[src/rtl/data_bus_pkg.sv]
// Shared constants for the data-side bus fabric: register offsets, CTRL bit
// positions, the default register-bank base and the offset decoder.
package data_bus_pkg;

  localparam logic [15:0] DEFAULT_MMIO_BASE = 16'hBFD0;

  localparam logic [7:0] OFF_LED     = 8'h00;
  localparam logic [7:0] OFF_SW      = 8'h04;
  localparam logic [7:0] OFF_COUNT   = 8'h08;
  localparam logic [7:0] OFF_CMP     = 8'h0C;
  localparam logic [7:0] OFF_CTRL    = 8'h10;
  localparam logic [7:0] OFF_SCRATCH = 8'h14;

  localparam int CTRL_EN    = 0;
  localparam int CTRL_CLR   = 1;
  localparam int CTRL_FLAG  = 2;
  localparam int CTRL_IRQEN = 3;

  typedef enum logic [2:0] {
    SEL_NONE,
    SEL_RAM,
    SEL_LED,
    SEL_SW,
    SEL_COUNT,
    SEL_CMP,
    SEL_CTRL,
    SEL_SCRATCH
  } bus_sel_e;

  // Word-aligned offset inside the register bank to target register.
  function automatic bus_sel_e decode_offset(input logic [7:0] off);
    case (off)
      OFF_LED:     return SEL_LED;
      OFF_SW:      return SEL_SW;
      OFF_COUNT:   return SEL_COUNT;
      OFF_CMP:     return SEL_CMP;
      OFF_CTRL:    return SEL_CTRL;
      OFF_SCRATCH: return SEL_SCRATCH;
      default:     return SEL_NONE;
    endcase
  endfunction

endpackage

[src/rtl/mmio_timer.sv]
// 32-bit compare timer with prescaler, match flag and level interrupt.
// Driven by pre-decoded write strobes from the bus fabric.
module mmio_timer
  import data_bus_pkg::*;
#(
  parameter int PRESCALE = 1
) (
  input  logic        clk,
  input  logic        rst,
  input  logic [31:0] wdata,
  input  logic        count_we,
  input  logic        cmp_we,
  input  logic        ctrl_we,
  output logic [31:0] count,
  output logic [31:0] cmp,
  output logic [31:0] ctrl,
  output logic        irq
);

  localparam int PW = (PRESCALE > 1) ? $clog2(PRESCALE) : 1;
  localparam logic [PW-1:0] PRE_LAST = PW'(PRESCALE - 1);

  logic [PW-1:0] pre;
  logic          en;
  logic          clr_on_match;
  logic          irq_en;
  logic          flag;
  logic          tick;
  logic          match;

  // Tick and match use the registered CTRL, so a CTRL write only takes effect next cycle.
  assign tick  = en && (pre == PRE_LAST);
  assign match = tick && (count == cmp);

  // NOTE: sequential state uses non-blocking (<=) so every flop sees pre-edge values.
  always_ff @(posedge clk) begin
    if (rst) begin
      pre          <= '0;
      count        <= '0;
      cmp          <= '1;
      en           <= 1'b0;
      clr_on_match <= 1'b0;
      irq_en       <= 1'b0;
      flag         <= 1'b0;
    end else begin
      pre <= (en && !tick) ? pre + 1'b1 : '0;

      // A CPU load of COUNT overrides both the increment and the clear-on-match.
      if (count_we)
        count <= wdata;
      else if (tick)
        count <= (match && clr_on_match) ? '0 : count + 1'b1;

      if (cmp_we)
        cmp <= wdata;

      // Setting on a match wins over a same-cycle write-1-to-clear.
      if (match)
        flag <= 1'b1;
      else if (ctrl_we && wdata[CTRL_FLAG])
        flag <= 1'b0;

      if (ctrl_we) begin
        en           <= wdata[CTRL_EN];
        clr_on_match <= wdata[CTRL_CLR];
        irq_en       <= wdata[CTRL_IRQEN];
      end
    end
  end

  // NOTE: assign a default first so no branch can leave a bit unassigned (no latch).
  always_comb begin
    ctrl             = '0;
    ctrl[CTRL_EN]    = en;
    ctrl[CTRL_CLR]   = clr_on_match;
    ctrl[CTRL_FLAG]  = flag;
    ctrl[CTRL_IRQEN] = irq_en;
  end

  assign irq = flag & irq_en;

endmodule

[src/rtl/data_bus.sv]
// Data-side bus fabric: decodes core word accesses to the external RAM or the
// register bank (LEDs, switches, scratch, timer). Reads combinational, writes on clk.
module data_bus
  import data_bus_pkg::*;
#(
  parameter int          RAM_AW    = 14,
  parameter logic [15:0] MMIO_BASE = DEFAULT_MMIO_BASE,
  parameter int          PRESCALE  = 1
) (
  input  logic              clk,
  input  logic              rst,
  input  logic              memwrite,
  input  logic [31:0]       addr,
  input  logic [31:0]       writedata,
  output logic [31:0]       readdata,
  output logic              ram_we,
  output logic [RAM_AW-1:0] ram_addr,
  output logic [31:0]       ram_wdata,
  input  logic [31:0]       ram_rdata,
  input  logic [15:0]       switches,
  output logic [15:0]       leds,
  output logic              irq
);

  bus_sel_e    sel;
  logic [31:0] scratch;
  logic [15:0] sw_meta;
  logic [15:0] sw_sync;
  logic [31:0] t_count;
  logic [31:0] t_cmp;
  logic [31:0] t_ctrl;
  logic        unused_addr_bits;

  assign unused_addr_bits = ^addr[1:0];

  always_comb begin
    sel = SEL_NONE;
    if (addr[31:RAM_AW+2] == '0)
      sel = SEL_RAM;
    else if (addr[31:16] == MMIO_BASE)
      sel = decode_offset({addr[7:2], 2'b00});
  end

  assign ram_we    = memwrite && (sel == SEL_RAM);
  assign ram_addr  = addr[RAM_AW+1:2];
  assign ram_wdata = writedata;

  always_ff @(posedge clk) begin
    if (rst) begin
      leds    <= '0;
      scratch <= '0;
      sw_meta <= '0;
      sw_sync <= '0;
    end else begin
      if (memwrite && (sel == SEL_LED))
        leds <= writedata[15:0];
      if (memwrite && (sel == SEL_SCRATCH))
        scratch <= writedata;
      // Two-flop synchroniser for the asynchronous board switches.
      sw_meta <= switches;
      sw_sync <= sw_meta;
    end
  end

  mmio_timer #(
    .PRESCALE(PRESCALE)
  ) u_timer (
    .clk      (clk),
    .rst      (rst),
    .wdata    (writedata),
    .count_we (memwrite && (sel == SEL_COUNT)),
    .cmp_we   (memwrite && (sel == SEL_CMP)),
    .ctrl_we  (memwrite && (sel == SEL_CTRL)),
    .count    (t_count),
    .cmp      (t_cmp),
    .ctrl     (t_ctrl),
    .irq      (irq)
  );

  always_comb begin
    readdata = '0;
    case (sel)
      SEL_RAM:     readdata = ram_rdata;
      SEL_LED:     readdata = {16'h0000, leds};
      SEL_SW:      readdata = {16'h0000, sw_sync};
      SEL_COUNT:   readdata = t_count;
      SEL_CMP:     readdata = t_cmp;
      SEL_CTRL:    readdata = t_ctrl;
      SEL_SCRATCH: readdata = scratch;
      default:     readdata = '0;
    endcase
  end

endmodule

[config.mk]
export PLATFORM = sky130hd
export DESIGN_NAME = data_bus
export DESIGN_NICKNAME = d
export VERILOG_FILES = /design/src/rtl/data_bus_pkg.sv /design/src/rtl/mmio_timer.sv /design/src/rtl/data_bus.sv
export SDC_FILE = /design/constraint.sdc
export NUM_CORES = 1
export LEC_CHECK = 0
export ABC_AREA = 1
export BUFFER_PORTS_ARGS = -buffer_cell sky130_fd_sc_hd__buf_2
export CAP_MARGIN = 20
export CORE_MARGIN = 2
export CORE_UTILIZATION = 25
export DETAILED_ROUTE_END_ITERATION = 12
export GPL_ROUTABILITY_DRIVEN = 1
export PLACE_DENSITY_LB_ADDON = 0.3
export SLEW_MARGIN = 20
export SYNTH_ARGS = -nofsm -noshare
export SYNTH_HDL_FRONTEND = slang
export SYNTH_SLANG_ARGS = --single-unit
[constraint.sdc]
create_clock -name clk -period 1.76 [get_ports clk]
set_input_delay 0.088 -clock clk [delete_from_list [all_inputs] [get_ports clk]]
set_output_delay 0.088 -clock clk [all_outputs]
set_load 0.02 [all_outputs]
==> results by stage, run 1 <==
Finish:
- The share of layout cells above drive strength 1 is 39.8%.
- The library cell used most frequently in the layout, excluding fill and tap cells, is nand2_1.
- The layout filler cell count is 3731.
- Leaving out filler cells and counting taps, the final layout contains 2335.
- In the final layout, flip-flops and latches occupy 3070 sq um.
- In the layout the commonest cells are 340 x nand2_1, 231 x buf_4, 183 x inv_1, 165 x nor2_1, 148 x buf_2.
- 0 antenna diodes ended up in the layout.
- The multi-input combinational cells in the finished layout cover a total of 5490 sq um.
- The relative area change from synthesis to final layout is 63.1%.
- The number of nets in the layout is 1977.

Die:
- Once the floorplan was initialized, standard cells occupied 25.3% of the core.
- The initialized floorplan defines 69 standard-cell rows.
- Measured along the y axis, the die boundary spans 194 microns.
- The floorplan step defined a die boundary enclosing 37500 sq um.
- The placeable core region is 35500 sq um.
- The die boundary width is 194 microns.
- The top-level port count is 211.

Setup path:
- Walking the worst path, the cells encountered are inv_1 -> nand2_1 -> nand2_1 -> nor2_1 -> nand2_1 -> nor2_1 -> nand2_1 -> nor2_2 -> nand3_2 -> nand3_4 -> buf_12 -> nor2_2 -> nor2_2 -> nor2_1.
- The library cell appearing most often on the critical path is nand2_1.
- The largest single stage delay on the critical path is 360 ps.
- The worst setup path is of the register to register kind.
- The worst setup path is captured at a register.
- The startpoint type of the worst setup path is a register.
- Of all nets on the critical path, the largest fanout is 5.
- STA puts the critical path data required time at 2060 ps.
- For this design, the slowest cell found on the critical path is dfxtp_4.
- Data arrives at the worst endpoint at 2140 ps.
- The register-to-register path setup slack is -80 ps.
- The number of buffers and inverters on the critical path is 2.
- The kind of cell adding the most delay to the critical path is simple AND/OR/NAND/NOR gates.

STA:
- Setup repair after global routing could not meet its margin everywhere.
- For the final database, setup skew stands at 9.95 ps.
- The worst setup margin is -80.8 ps.
- The hold violation count in the final report is 0.
- The transition time of the tightest slew-check pin is 501 ps.
- Timing would allow up to 0.543 GHz.
- The number of setup violations in the final report is 30.
- In this run the tightest slew margin relative to its limit is 66.6%.
- After layout, the worst path uses 105% of the clock period.
- For the finished layout, the period the worst path requires is 1840 ps.
- The final-report max-slew violation count came to 0.

Clocking:
- The root buffer cell is clkbuf_16.
- The number of CTS-inserted buffers is 17.
- The CTS H-tree depth is 4.
- The clock-pin transition on the worst setup and hold timing paths is 70 ps.
- Clock tree synthesis found a total of 149 sinks.
- TritonCTS built the clock tree.
- The maximum root-to-sink buffer count is 2.
- The clock reaches the later pin of the worst-skew pair after 440 ps.

Route:
- The per-cell routed wire length is 16.3 microns.
- The post-detailed-route DRC marker count is 0.
- The detail-routed via count per cell is 4.52.
- The number of routed nets with antenna violations is 0.
- The total detailed-routing wirelength is 38000 microns.
- The number of vias in the routed layout is 10.6k.
- In this run, the number of DRC markers left after iteration 0 of detailed routing was 546.
- The iteration count of the initial detailed-routing pass is 6.

GRT:
- Entering global routing, the biggest net connects 87 pins.
- The initial antenna violation count is 0.
- In the global route stage, met1 resource usage came out at 24.8%.
- The sum of overflow across all layers after global routing is 0.
- The global routing stage identified its most utilized layer as met2.
- The met3 track utilization from global routing is 2.89%.
- The global-route wire length before repair is 57200 microns.
- The met2 usage is 34.0%.
- The overall routing resource usage is 19.5%.
- The via count of the first global-routing pass is 10.5k.

Run:
- The number of max-cap violations is 0.

Power and ir drop:
- The static leakage is 0.00700 uW.
- The power per cell area is 530 nW/um^2.
- The completed layout was analyzed and its total power is 7760 uW.
- IR analysis of the VDD net gives a maximum drop of 0.498 mV.

Place:
- Routability-driven placement finished with a final weighted congestion of 0.923.
- Input and output buffers added on the ports amount to 192.
- The post-DP HPWL is 27800 microns.
- In this run, placement finished with an instance count of 2227.

Logic synthesis:
- The mean post-synth cell area is 6.21 sq um.
- The number of standard cells after synthesis is 1447.
- The cell area after synthesis is 8980 sq um.
- The area fraction of the dominant cell type after synthesis is 33.2%.
- The top cell type by total area after synthesis is dfxtp_1.
- During synthesis, Yosys emitted a total of 0 warnings.
- The sequential element share of the synthesized area is 33.2%.
- The number of nets produced by synthesis is 1563.
- Counting flops and latches in the post-synthesis netlist gives 149.
- Yosys mapped the design onto 38 distinct sky130hd cell types.
- Yosys attributes the largest share of cell area to dfxtp_1 33%, nand2_1 17%, nor2_1 8.8%.

Outcome:
- The run finished, with violations left.
- The final reports fail on setup timing.

Min path:
- The min-delay analysis places its worst path in the category input pin to register.
[layer usage]
layer  wire (microns)  up-vias
met1            17100     4896
met2            18500      240
met4              877        0
li1                 -     5380
met5                0        -
met3             1460       45
[where the power goes]
| group | leakage (uW) | switching [uW] | internal, uW | total [uW] |
|---|---|---|---|---|
| clock | 0.000287 | 1650 | 2130 | 3780 |
| combinational | 0.00549 | 329 | 254 | 583 |
| sequential | 0.00122 | 9.64 | 3380 | 3390 |
[cells in the mapped netlist, drive strengths merged]
master / number
nand2: 417
nor2: 215
inv: 205
dfxtp: 149
nand3: 80
buf: 73
o21ai: 42
a21oi: 34
nand4: 34
o211ai: 34
a211oi: 32
a22oi: 32
clkbuf: 32
nor3: 21
xor2: 21
clkinv: 10
o22ai: 5
o21a: 3
a22o: 1
and3: 1
conb: 1
ha: 1
nand3b: 1
nor4: 1
o221ai: 1
xnor2: 1
[final cells by class]
type / instances / share of cell area (%)
clock inverters: 14 / 1.12
flip-flops and latches: 149 / 20.9
multi-input cells: 978 / 37.5
clock buffers: 18 / 2.93
well taps: 461 / 3.94
repair buffers: 500 / 28.0
inverters: 215 / 5.63
[registers in the layout, summed over array words and instances (netlist names)]
signal and cells:
u_timer.clr_on_match 1, sw_meta 16, u_timer.irq_en 1, scratch 32
leds 16, u_timer.cmp 32, u_timer.en 1, u_timer.count 32
u_timer.pre 1, sw_sync 16, u_timer.flag 1
[stage by stage]
stage,area (sq um),setup WS (ps),setup TNS [ps],hold WS (ps),utilization (%)
2_1_floorplan,9000,1.75,0,195,-
3_3_place_gp,12000,-279,-22510,176,33.8
3_5_place_dp,12000,-287,-26190,176,33.8
4_1_cts,13900,-94.2,-805,154,39.1
5_1_grt,14600,-195,-7220,166,41.3
6_report,14600,-80.8,-897,151,41.3
[cell families (layout without fill, tap and decap cells)]
| kind of cell | after synthesis | count (layout) | share of synthesized area, % |
|---|---|---|---|
| AO/OA/AOI/OAI | 184 | 184 | 13.3 |
| XOR/XNOR | 22 | 22 | 2.15 |
| adder cells (fa/ha/maj) | 1 | 1 | 0.139 |
| buffers and inverters | 320 | 747 | 15.7 |
| flip-flops | 149 | 149 | 33.2 |
| other | 1 | 1 | 0.0417 |
| AND/OR/NAND/NOR | 770 | 770 | 35.5 |
[worst register-to-register path, cell delays in order, from the launching register on]
cell and delay, ps:
dfxtp_4 360, inv_1 50, nand2_1 90, nand2_1 90
nor2_1 120, nand2_1 60, nor2_1 130, nand2_1 80
nor2_2 120, nand3_2 120, nand3_4 150, buf_12 150
nor2_2 50, nor2_2 90, nor2_1 50
[worst paths after layout]
kind	end	from	depth (start not counted)
setup / recovery	u_timer.count[18]	u_timer.count[13]	14
hold / removal	sw_sync[10]	rst	3
setup reg to reg	u_timer.count[18]	u_timer.count[13]	14
hold reg to reg	sw_sync[6]	sw_meta[6]	2
[what timing repair did]
item	4_1_cts	5_1_grt
buffers inserted	14	10
hold buffers	48	0
resized for setup	191	206
endpoints found under the hold margin	85	0
endpoints found under the setup margin	64	64
gates cloned	3	4
pin swaps	37	101
No activity file was read; power rests on OpenSTA's default activity.
==> run 2: changes to the inputs <==
Settings changed: SETUP_SLACK_MARGIN set to 0.05.
==> run 2 against run 1 <==
The run still ends with setup timing left; critical endpoint is now readdata[8]; utilization rose by 1.4 points; via count grew 2.2%; critical path type is now input pin to output pin; total power down 1.5%.
==> results by stage, run 2 (same netlist as run 1, synthesis figures left out) <==
Outcome:
- The flow ran to the end, but the final reports show violations.
- The checks that failed: setup timing.

Finish:
- Leaving out fill and tap cells, the most frequent cell in the layout is nand2_1.
- The number of nets in the layout is 2023.
- Of the cells placed in the final design, the portion with a size suffix greater than 1 is 44.1%.
- The relative area change from synthesis to final layout is 68.5%.
- The count of cells in the finished layout, fillers not included, comes to 2381.
- In the final layout, the registers with the most flip-flops are scratch x32, u_timer.cmp x32, u_timer.count x32.
- The diode insertion count for antenna repair is 0.
- In the layout the commonest cells are 321 x nand2_1, 265 x buf_4, 165 x inv_1, 158 x nor2_1, 144 x buf_2.

Setup path:
- The worst setup path is launched from an input pin.
- The critical path is of the input pin to output pin type.
- The maximum net fanout on the critical path is 6.
- The critical path endpoint category is an output pin.
- STA puts the critical path data required time at 1670 ps.
- The data arrival time at the worst-slack endpoint is 1760 ps.

STA:
- After layout, the worst path uses 105% of the clock period.
- Across the routed clock network, the largest skew measured is 14.1 ps.
- The tightest hold margin is 120 ps.
- Setup repair after global routing could not meet its margin everywhere.
- The relative slew slack is 65.6%.
- The worst setup margin is -85.5 ps.
- The final-report max-slew violation count is 0.
- The hold violation count in the final report is 0.
- Based on the critical path, the design can be clocked at up to 0.542 GHz.
- For the pin with the worst max-slew slack, the measured transition is 515 ps.
- The number of setup violations in the final report is 43.
- For the finished layout, the period the worst path requires is 1850 ps.

GRT:
- The sum of overflow across all layers after global routing is 0.
- The overall routing resource usage is 19.9%.
- The via count of the first global-routing pass is 10.6k.
- Entering global routing, the biggest net connects 63 pins.
- The initial antenna violation count is 0.
- The first global-routing pass estimated 58000 microns of wire.

Power and ir drop:
- Total power for the finished layout comes to 7640 uW.
- The static leakage is 0.00731 uW.
- Power spread over the standard cell area amounts to 505 nW/um^2.
- The peak ir drop on the vdd network is 0.509 mV.

Die:
- The die boundary width is 194 microns.
- The placement row count is 69.
- The floorplan step defined a die boundary enclosing 37500 sq um.
- In this run the standard cell core region covers 35500 sq um.
- The die is 194 microns tall.
- The top-level port count is 211.
- The initial core utilization is 25.3%.

Route:
- The total detailed-routing wirelength is 38200 microns.
- The number of violations reported at the end of detailed-routing iteration 0 is 610.
- The per-cell routed wire length is 16.0 microns.
- The pre-antenna-repair detailed-routing pass consisted of 5 iterations.
- The detail-routed via count per cell is 4.53.
- The post-detailed-route DRC marker count is 0.
- Summing over every cut layer, the via total after detailed routing is 10.8k.
- The number of routed nets with antenna violations is 0.

Place:
- The post-DP HPWL is 28100 microns.
- The number of placed instances, taps included, is 2261.
- The count of buffers added on input and output ports is 192.
- The routability-driven placement congestion ratio is 0.943.

Clocking:
- In this run the clock root is driven by a clkbuf_16.
- The CTS tree is done.
- In this run the deepest clock path goes through 2 buffers.
- The clock-pin transition on the worst setup and hold timing paths is 70 ps.
- Counting the buffers created by CTS gives 17.
- The total number of clock tree sinks is 149.
- The insertion delay of the later-clocked pin in the worst-skew pair is 440 ps.
- In this run the number of H-tree levels came out at 4.

Run:
- The number of max-cap violations is 0.

Min path:
- The type of the most critical hold path is input pin to register.
==> run 2: changes by cell type in the layout (fill, tap and decap cells not counted), moves of 7 or more <==
| cell | change |
|---|---|
| buf_4 | +34 |
| nand2_1 | -19 |
| nand2_4 | +17 |
| dfxtp_1 | -8 |
| buf_6 | +23 |
| inv_1 | -18 |
| inv_2 | +16 |
| nor2_1 | -7 |
==> run 2: final timing paths <==
kind,endpoint,from,depth (start not counted),slack (ps)
worst max register to register,u_timer.count[18],u_timer.en,13,-60
worst min-delay path,sw_meta[13],rst,3,120
worst min register to register,sw_sync[7],sw_meta[7],2,400
worst max-delay path,readdata[8],addr[27],12,-90
==> run 2: area by class of cell <==
cell class,count,area [sq um]
Clock buffer,18,439
Clock inverter,14,140
Fill cell,3611,20300
Inverter,215,820
Multi-Input combinational cell,978,5650
Sequential cell,149,3080
Tap cell,461,577
Timing Repair Buffer,546,4430
==> run 2: worst max-delay path, cell delays in order <==
cell,delay [ps]
buf_6,70
nand4_1,160
nor2_2,210
buf_4,160
nand3_4,80
buf_6,140
nor2_8,240
buf_12,180
nand2_4,40
o21a_1,110
nand4_1,100
buf_4,150
==> run 2: layer usage <==
layer / wire length (microns) / track usage, % / share of wire (%)
met3: 1940 / 3.28 / 5.1
met5: 0 / 0 / 0
met1: 16600 / 24.7 / 43
met2: 18800 / 35.0 / 49
met4: 881 / 5.99 / 2.3
==> run 2: what timing repair did <==
action | 4_1_cts | 5_1_grt
pin swaps | 64 | 109
endpoints found under the setup margin | 64 | 65
hold buffers | 48 | 0
gates resized for setup | 255 | 238
setup buffers | 18 | 22
gates cloned | 2 | 2
hold endpoints to repair | 90 | 0
==> run 2: where the power goes <==
part           internal, uW  total, uW  switching, uW
clock                  2020       3650           1630
sequential             3380       3390           10.4
combinational           264        596            332
total                  5670       7640           1970
==> run 2: per-stage QoR <==
| step | util [%] | instance area (sq um) | setup slack [ps] | setup TNS [ps] |
|---|---|---|---|---|
| finish | 42.7 | 15100 | -85.5 | -1820 |
| global route | 42.7 | 15100 | -212 | -8290 |
| CTS | 40.1 | 14200 | -73.1 | -897 |
| detailed placement | 34.4 | 12200 | -302 | -21950 |
| global placement | 34.4 | 12200 | -342 | -18140 |
| floorplan | - | 9020 | 48.9 | 0 |
